<file path="config.mk">
export PLATFORM = sky130hd
export DESIGN_NAME = lm32_itlb_walker_flat
export DESIGN_NICKNAME = d
export VERILOG_FILES = /design/src/rtl/lm32_itlb_walker_if.sv /design/src/rtl/lm32_itlb_walker.sv /design/src/flat_wrapper.sv
export SDC_FILE = /design/constraint.sdc
export NUM_CORES = 1
export LEC_CHECK = 0
export ABC_AREA = 1
export BUFFER_PORTS_ARGS = -buffer_cell sky130_fd_sc_hd__buf_4
export CAP_MARGIN = 10
export CORE_UTILIZATION = 44
export DETAILED_ROUTE_END_ITERATION = 10
export GPL_TIMING_DRIVEN = 0
export PLACE_DENSITY = 0.8
export SYNTH_ARGS = -nofsm -noshare
export SYNTH_HDL_FRONTEND = slang
export SYNTH_SLANG_ARGS = --single-unit
</file>
<file path="constraint.sdc">
create_clock -name clk_i -period 2 [get_ports clk_i]
set_input_delay 0.4 -clock clk_i [delete_from_list [all_inputs] [get_ports clk_i]]
set_output_delay 0.4 -clock clk_i [all_outputs]
set_load 0.01 [all_outputs]
</file>
<file path="src/rtl/lm32_itlb_walker_if.sv">
// Wishbone read-only master bundle used by the ITLB page-table walker.
// The walker drives address/cycle/strobe; the bus returns data/ack/err.
interface lm32_itlb_walker_if;
    logic [31:0] wb_adr_o;
    logic        wb_cyc_o;
    logic        wb_stb_o;
    logic [31:0] wb_dat_i;
    logic        wb_ack_i;
    logic        wb_err_i;

    modport master (
        output wb_adr_o, wb_cyc_o, wb_stb_o,
        input  wb_dat_i, wb_ack_i, wb_err_i
    );

    modport slave (
        input  wb_adr_o, wb_cyc_o, wb_stb_o,
        output wb_dat_i, wb_ack_i, wb_err_i
    );
endinterface

</file>
<file path="src/rtl/lm32_itlb_walker.sv">
// ITLB hardware refill engine: single-level linear page-table walker.
// Optional bus timeout enabled by defining CFG_ITLB_WALKER_TIMEOUT_EN.
module lm32_itlb_walker #(
    parameter int unsigned page_size     = 4096,
    parameter int unsigned pte_valid_bit = 0,
    parameter int unsigned pte_exec_bit  = 1
) (
    input  logic        clk_i,
    input  logic        rst_i,
    input  logic        miss_i,
    input  logic [29:0] miss_addr_i,
    input  logic [31:0] ptbr_i,
    input  logic        walk_en_i,
    input  logic        abort_i,
    lm32_itlb_walker_if.master wb,
    output logic        refill_o,
    output logic [31:0] refill_vaddr_o,
    output logic [31:0] refill_paddr_o,
    output logic        fault_o,
    output logic [31:0] fault_addr_o,
    output logic        busy_o
);

    localparam int unsigned OFF = $clog2(page_size);
    localparam logic [31:0] PG_MASK = ~(32'(page_size) - 32'd1);

    typedef enum logic [2:0] {
        S_IDLE,
        S_BUS,
        S_CHECK,
        S_REFILL,
        S_FAULT
    } state_t;

    state_t      state_q, state_d;
    logic [31:0] vaddr_q, vaddr_d;
    logic [31:0] pte_q, pte_d;
    logic [31:0] fault_addr_q, fault_addr_d;
    logic        abort_pend_q, abort_pend_d;
    logic        rearm_q, rearm_d;
    logic        pend;
    logic        tmo_hit;
    logic [31:0] pte_addr;

`ifdef CFG_ITLB_WALKER_TIMEOUT_EN
    logic [11:0] tmo_q, tmo_d;
    assign tmo_hit = (tmo_q == 12'hfff);
`else
    assign tmo_hit = 1'b0;
`endif

    assign pte_addr = ptbr_i + ((vaddr_q >> OFF) << 2);
    assign pend     = abort_pend_q | abort_i;

    // Walk state register and datapath flops.
    always_ff @(posedge clk_i or negedge rst_i) begin
        if (!rst_i) begin
            state_q      <= S_IDLE;
            vaddr_q      <= '0;
            pte_q        <= '0;
            fault_addr_q <= '0;
            abort_pend_q <= 1'b0;
            rearm_q      <= 1'b0;
        end else begin
            state_q      <= state_d;
            vaddr_q      <= vaddr_d;
            pte_q        <= pte_d;
            fault_addr_q <= fault_addr_d;
            abort_pend_q <= abort_pend_d;
            rearm_q      <= rearm_d;
        end
    end

`ifdef CFG_ITLB_WALKER_TIMEOUT_EN
    // Bus wait counter, only present when the timeout is built in.
    always_ff @(posedge clk_i or negedge rst_i) begin
        if (!rst_i) begin
            tmo_q <= '0;
        end else begin
            tmo_q <= tmo_d;
        end
    end
`endif

    // Next-state logic; a stale miss strobe must drop before re-walking.
    always_comb begin
        state_d      = state_q;
        vaddr_d      = vaddr_q;
        pte_d        = pte_q;
        fault_addr_d = fault_addr_q;
        abort_pend_d = abort_pend_q;
        rearm_d      = rearm_q;
`ifdef CFG_ITLB_WALKER_TIMEOUT_EN
        tmo_d        = tmo_q;
`endif
        unique case (state_q)
            S_IDLE: begin
                if (rearm_q && !miss_i) begin
                    rearm_d = 1'b0;
                end
                if (miss_i && walk_en_i && !abort_i && !rearm_q) begin
                    vaddr_d      = {miss_addr_i, 2'b00};
                    abort_pend_d = 1'b0;
                    state_d      = S_BUS;
`ifdef CFG_ITLB_WALKER_TIMEOUT_EN
                    tmo_d        = '0;
`endif
                end
            end
            S_BUS: begin
                abort_pend_d = pend;
`ifdef CFG_ITLB_WALKER_TIMEOUT_EN
                tmo_d        = tmo_q + 12'd1;
`endif
                if (wb.wb_err_i || (tmo_hit && !wb.wb_ack_i)) begin
                    if (pend) begin
                        state_d = S_IDLE;
                    end else begin
                        fault_addr_d = vaddr_q;
                        state_d      = S_FAULT;
                    end
                end else if (wb.wb_ack_i) begin
                    pte_d   = wb.wb_dat_i;
                    state_d = pend ? S_IDLE : S_CHECK;
                end
            end
            S_CHECK: begin
                if (abort_i) begin
                    state_d = S_IDLE;
                end else if (pte_q[pte_valid_bit] && pte_q[pte_exec_bit]) begin
                    state_d = S_REFILL;
                end else begin
                    fault_addr_d = vaddr_q;
                    state_d      = S_FAULT;
                end
            end
            S_REFILL: begin
                rearm_d = 1'b1;
                state_d = S_IDLE;
            end
            S_FAULT: begin
                rearm_d = 1'b1;
                state_d = S_IDLE;
            end
            default: begin
                state_d = S_IDLE;
            end
        endcase
    end

    // Outputs decode straight from state so reset clears them at once.
    always_comb begin
        wb.wb_cyc_o    = (state_q == S_BUS);
        wb.wb_stb_o    = (state_q == S_BUS);
        wb.wb_adr_o    = (state_q == S_BUS) ? pte_addr : '0;
        refill_o       = (state_q == S_REFILL);
        refill_vaddr_o = refill_o ? (vaddr_q & PG_MASK) : '0;
        refill_paddr_o = refill_o ? (pte_q & PG_MASK) : '0;
        fault_o        = (state_q == S_FAULT);
        fault_addr_o   = fault_addr_q;
        busy_o         = (state_q != S_IDLE);
    end

endmodule

</file>
<file path="src/flat_wrapper.sv">
// flat-port wrapper written by rule: the top's interface ports become plain ports
module lm32_itlb_walker_flat 
#(
    parameter int unsigned page_size     = 4096,
    parameter int unsigned pte_valid_bit = 0,
    parameter int unsigned pte_exec_bit  = 1
)
  (clk_i, rst_i, miss_i, miss_addr_i, ptbr_i, walk_en_i, abort_i, refill_o, refill_vaddr_o, refill_paddr_o, fault_o, fault_addr_o, busy_o, wb_wb_adr_o, wb_wb_cyc_o, wb_wb_stb_o, wb_wb_dat_i, wb_wb_ack_i, wb_wb_err_i);
  lm32_itlb_walker_if wb_i ();
  input  logic clk_i;
  input  logic rst_i;
  input  logic miss_i;
  input  logic [29:0] miss_addr_i;
  input  logic [31:0] ptbr_i;
  input  logic walk_en_i;
  input  logic abort_i;
  output logic refill_o;
  output logic [31:0] refill_vaddr_o;
  output logic [31:0] refill_paddr_o;
  output logic fault_o;
  output logic [31:0] fault_addr_o;
  output logic busy_o;
  output wire logic [$bits(wb_i.wb_adr_o)-1:0] wb_wb_adr_o;
  output wire logic [$bits(wb_i.wb_cyc_o)-1:0] wb_wb_cyc_o;
  output wire logic [$bits(wb_i.wb_stb_o)-1:0] wb_wb_stb_o;
  input wire logic [$bits(wb_i.wb_dat_i)-1:0] wb_wb_dat_i;
  input wire logic [$bits(wb_i.wb_ack_i)-1:0] wb_wb_ack_i;
  input wire logic [$bits(wb_i.wb_err_i)-1:0] wb_wb_err_i;
  assign wb_wb_adr_o = wb_i.wb_adr_o;
  assign wb_wb_cyc_o = wb_i.wb_cyc_o;
  assign wb_wb_stb_o = wb_i.wb_stb_o;
  assign wb_i.wb_dat_i = wb_wb_dat_i;
  assign wb_i.wb_ack_i = wb_wb_ack_i;
  assign wb_i.wb_err_i = wb_wb_err_i;
  lm32_itlb_walker #(.page_size(page_size), .pte_valid_bit(pte_valid_bit), .pte_exec_bit(pte_exec_bit)) u_core (.clk_i(clk_i), .rst_i(rst_i), .miss_i(miss_i), .miss_addr_i(miss_addr_i), .ptbr_i(ptbr_i), .walk_en_i(walk_en_i), .abort_i(abort_i), .wb(wb_i), .refill_o(refill_o), .refill_vaddr_o(refill_vaddr_o), .refill_paddr_o(refill_paddr_o), .fault_o(fault_o), .fault_addr_o(fault_addr_o), .busy_o(busy_o));
endmodule
</file>
==> results.ini <==
[logic_synthesis]
synthSimpleGateAreaFrac_pct=28.7
synthTopCellsByArea=dfrtp_1, nand2_1, nor2_1, inv_1, a21oi_1
synth_seq_cells=87
synthMuxAreaShare_pct=2.38
netlist_instances=841
async_flop_share_pct=100
synth_edf_count=0
synthTopCellsByCount=nand2_1, nor2_1, inv_1
synthFlopType=dfrtp_1
synthAdderAreaFrac_pct=4.76
synth_largest_area_cell=dfrtp_1
synth_top_area_share_pct=38.3
yosysMostFrequentCell=nand2_1
synth_cell_type_count=28
syn_avg_cell_area_um2=6.76
synth_top_family_by_area=simple AND/OR/NAND/NOR gates
synth_xor_area_share_pct=0.154
syn_area_um2=5680
synth_compound_area_share_pct=10.8
ys_seq_area_share_pct=38.3
yosysWarningCount=0

[final_layout]
fin_cells=1317
syn2layout_area_growth_pct=73.4
antennaDiodeCount=0
drive_gt1_share_pct=49.2
fin_area_um2=9850
fill_cells=842
nets=1262

[worst_setup_path]
cp_num_buf_inv=2
reg2reg_depth=6
crit_path_frequent_cell=nand2_1
cp.required_ns=1.60
crit_type=reg2out
end_kind=primary output
cp_slowest_cell=dfrtp_1
max_stage_delay_ns=0.42
arrival_ns=2.33
crit_path_cell_trace=ha_4 > nand2_2 > inv_1 > nand2_1 > nand2_1 > nand3b_1 > nand2_1 > nand3_1 > nand2_1 > nor2_1 > buf_4
crit_family=simple AND/OR/NAND/NOR gates
crit_fanout=5
startpoint_type=flip-flop
crit_cells=11

[sta]
holdWs_ns=0.241
finalSetupTns_ns=-21.30
slew_viol_final=0
worst_slack_ns=-0.728
clock.fmax_mhz=367
fin_crit_sh_pct=136
period_minus_slack_ns=2.73
finClkSkew_ns=0.00743
maxSlewHeadroom_pct=27.2
rsz0062_at_grt=yes
worst_pin_slew_ns=1.09
hold_viol=0
finalSetupViolations=73

[clock_network]
cts_buffers=9
cts_root_buf=clkbuf_16
clk_latency_ns=0.35
numClockSinks=87
cts_tree=done
cts-htree-levels=3
holdBufCountCts=0
clkSlewWorstSetupHoldPaths_ns=0.07
clockBufferDepth=2

[floorplan]
die_w_um=116
fp.dieH_um=116
die_area_um2=13400
initial_utilization_pct=45.0
core_um2=12600
io_pins=234
rows=41

[global_route]
use_met3_pct=6.75
antenna_found_initial=0
met1_usage_pct=31.1
busiest_layer=met2
grt_pass1_vias=5987
grt_max_degree=88
grt_pass1_wl_um=27900
gr-total-overflow=0
track_usage_pct=27.1
met2_usage_pct=48.1

[drt]
drc=0
dr_total_vias=6806
drt-total-wl_um=21600
drt_iter0_drc=509
wl_per_cell_um=16.4
ant_nets=0
firstDrtPassIters=5
vias_per_cell=5.17

[power_and_ir_drop]
power_leakage_nw=5.13
total_power_mw=12.9
vdd_ir_drop_max_uv=812
p_per_area_nw_per_um2=1310

[placement]
dp_hpwl_um=13100
dpl_cell_area_um2=7520
portBuffers=197
gp_congestion=0.937
dpl.cell_count=1235

[run]
maxCapViolations=0

[hold_path]
hp-class=in2reg
hold_path_depth=3

[outcome]
status=finished with violations
failed_checks=negative setup slack

-- final cells by class --
class                           count  area [um2]  area share (%)
Tap cell                          172         215            2.18
Clock buffer                        9         225            2.29
Timing Repair inverter              1        8.76          0.0889
Sequential cell                    87        2180            22.1
Clock inverter                      7        63.8           0.648
Inverter                          139         536            5.44
Timing Repair Buffer              262        2220            22.5
Multi-Input combinational cell    591        4010            40.7
Buffer                             49         400            4.06
-- metrics by stage --
stage | utilization [%] | worst slack [ns]
after CTS | 69.5 | -0.525
after global placement | 59.6 | -0.487
after floorplan | - | -0.0806
final | 78.1 | -0.728
after detailed placement | 59.6 | -0.473
after global routing | 78.1 | -0.782
-- registers in the layout, summed over array words and instances (netlist names) --
name	cells
u_core.fault_addr_o	30
u_core.vaddr_q	30
u_core.pte_q	22
u_core.state_q	3
u_core.abort_pend_q	1
u_core.rearm_q	1
-- cells in the final DEF (no fill, tap or decap), types with 7 or more instances in the layout --
cell,n
nand3_1,11
conb_1,26
a21oi_2,18
inv_1,119
o21ai_2,7
buf_4,242
o21ai_0,24
nand2_4,20
inv_2,16
dfrtp_1,85
a21oi_1,54
nand3_2,17
clkbuf_16,13
nor2_4,43
buf_6,45
nor2_2,19
ha_4,19
nand2_2,48
nand2_1,155
nor2_1,79
mux2_1,7
-- per-layer routing --
| metal | vias up | wire length, um |
|---|---|---|
| met5 | - | 0 |
| met4 | 0 | 877 |
| met3 | 99 | 1680 |
| met2 | 356 | 11100 |
| met1 | 3207 | 7930 |
| li1 | 3144 | - |
-- timing repair --
action                     in CTS  in global routing
resized for setup             171                218
pin swaps                      45                 72
setup endpoints to repair      74                 62
cloned                          0                  6
buffers inserted               35                 25
-- kinds of logic after synthesis --
family          count (synthesis)
simple gates                  414
buf+inv                       188
compound gates                117
flops                          87
fa+ha+maj                      21
mux                            12
other cells                     1
xor+xnor                        1
-- tightest hold or removal path, delay by kind of cell --
kind	cells	cell delay, ns
buffers and inverters	1	0.08
AND/OR/NAND/NOR	2	0.08
-- final timing paths --
kind / startpoint / end / slack [ns]
max: u_core.vaddr_q[21] / wb_wb_adr_o[20] / -0.73
min: miss_addr_i[7] / u_core.vaddr_q[9] / 0.24
max reg2reg: u_core.state_q[2] / u_core.fault_addr_o[10] / 0.12
min reg2reg: u_core.vaddr_q[6] / u_core.vaddr_q[6] / 0.48
max in group asynchronous: rst_i / u_core.state_q[2] / 0.98
min in group asynchronous: rst_i / u_core.vaddr_q[6] / 0.25
-- where the power goes --
group	internal (mW)	leakage, nW	switching (mW)
logic	3.57	3.96	4.64
registers	2.55	1.03	0.517
clock network	0.871	0.143	0.777
Note: power is estimated with default switching activity, not from simulation.
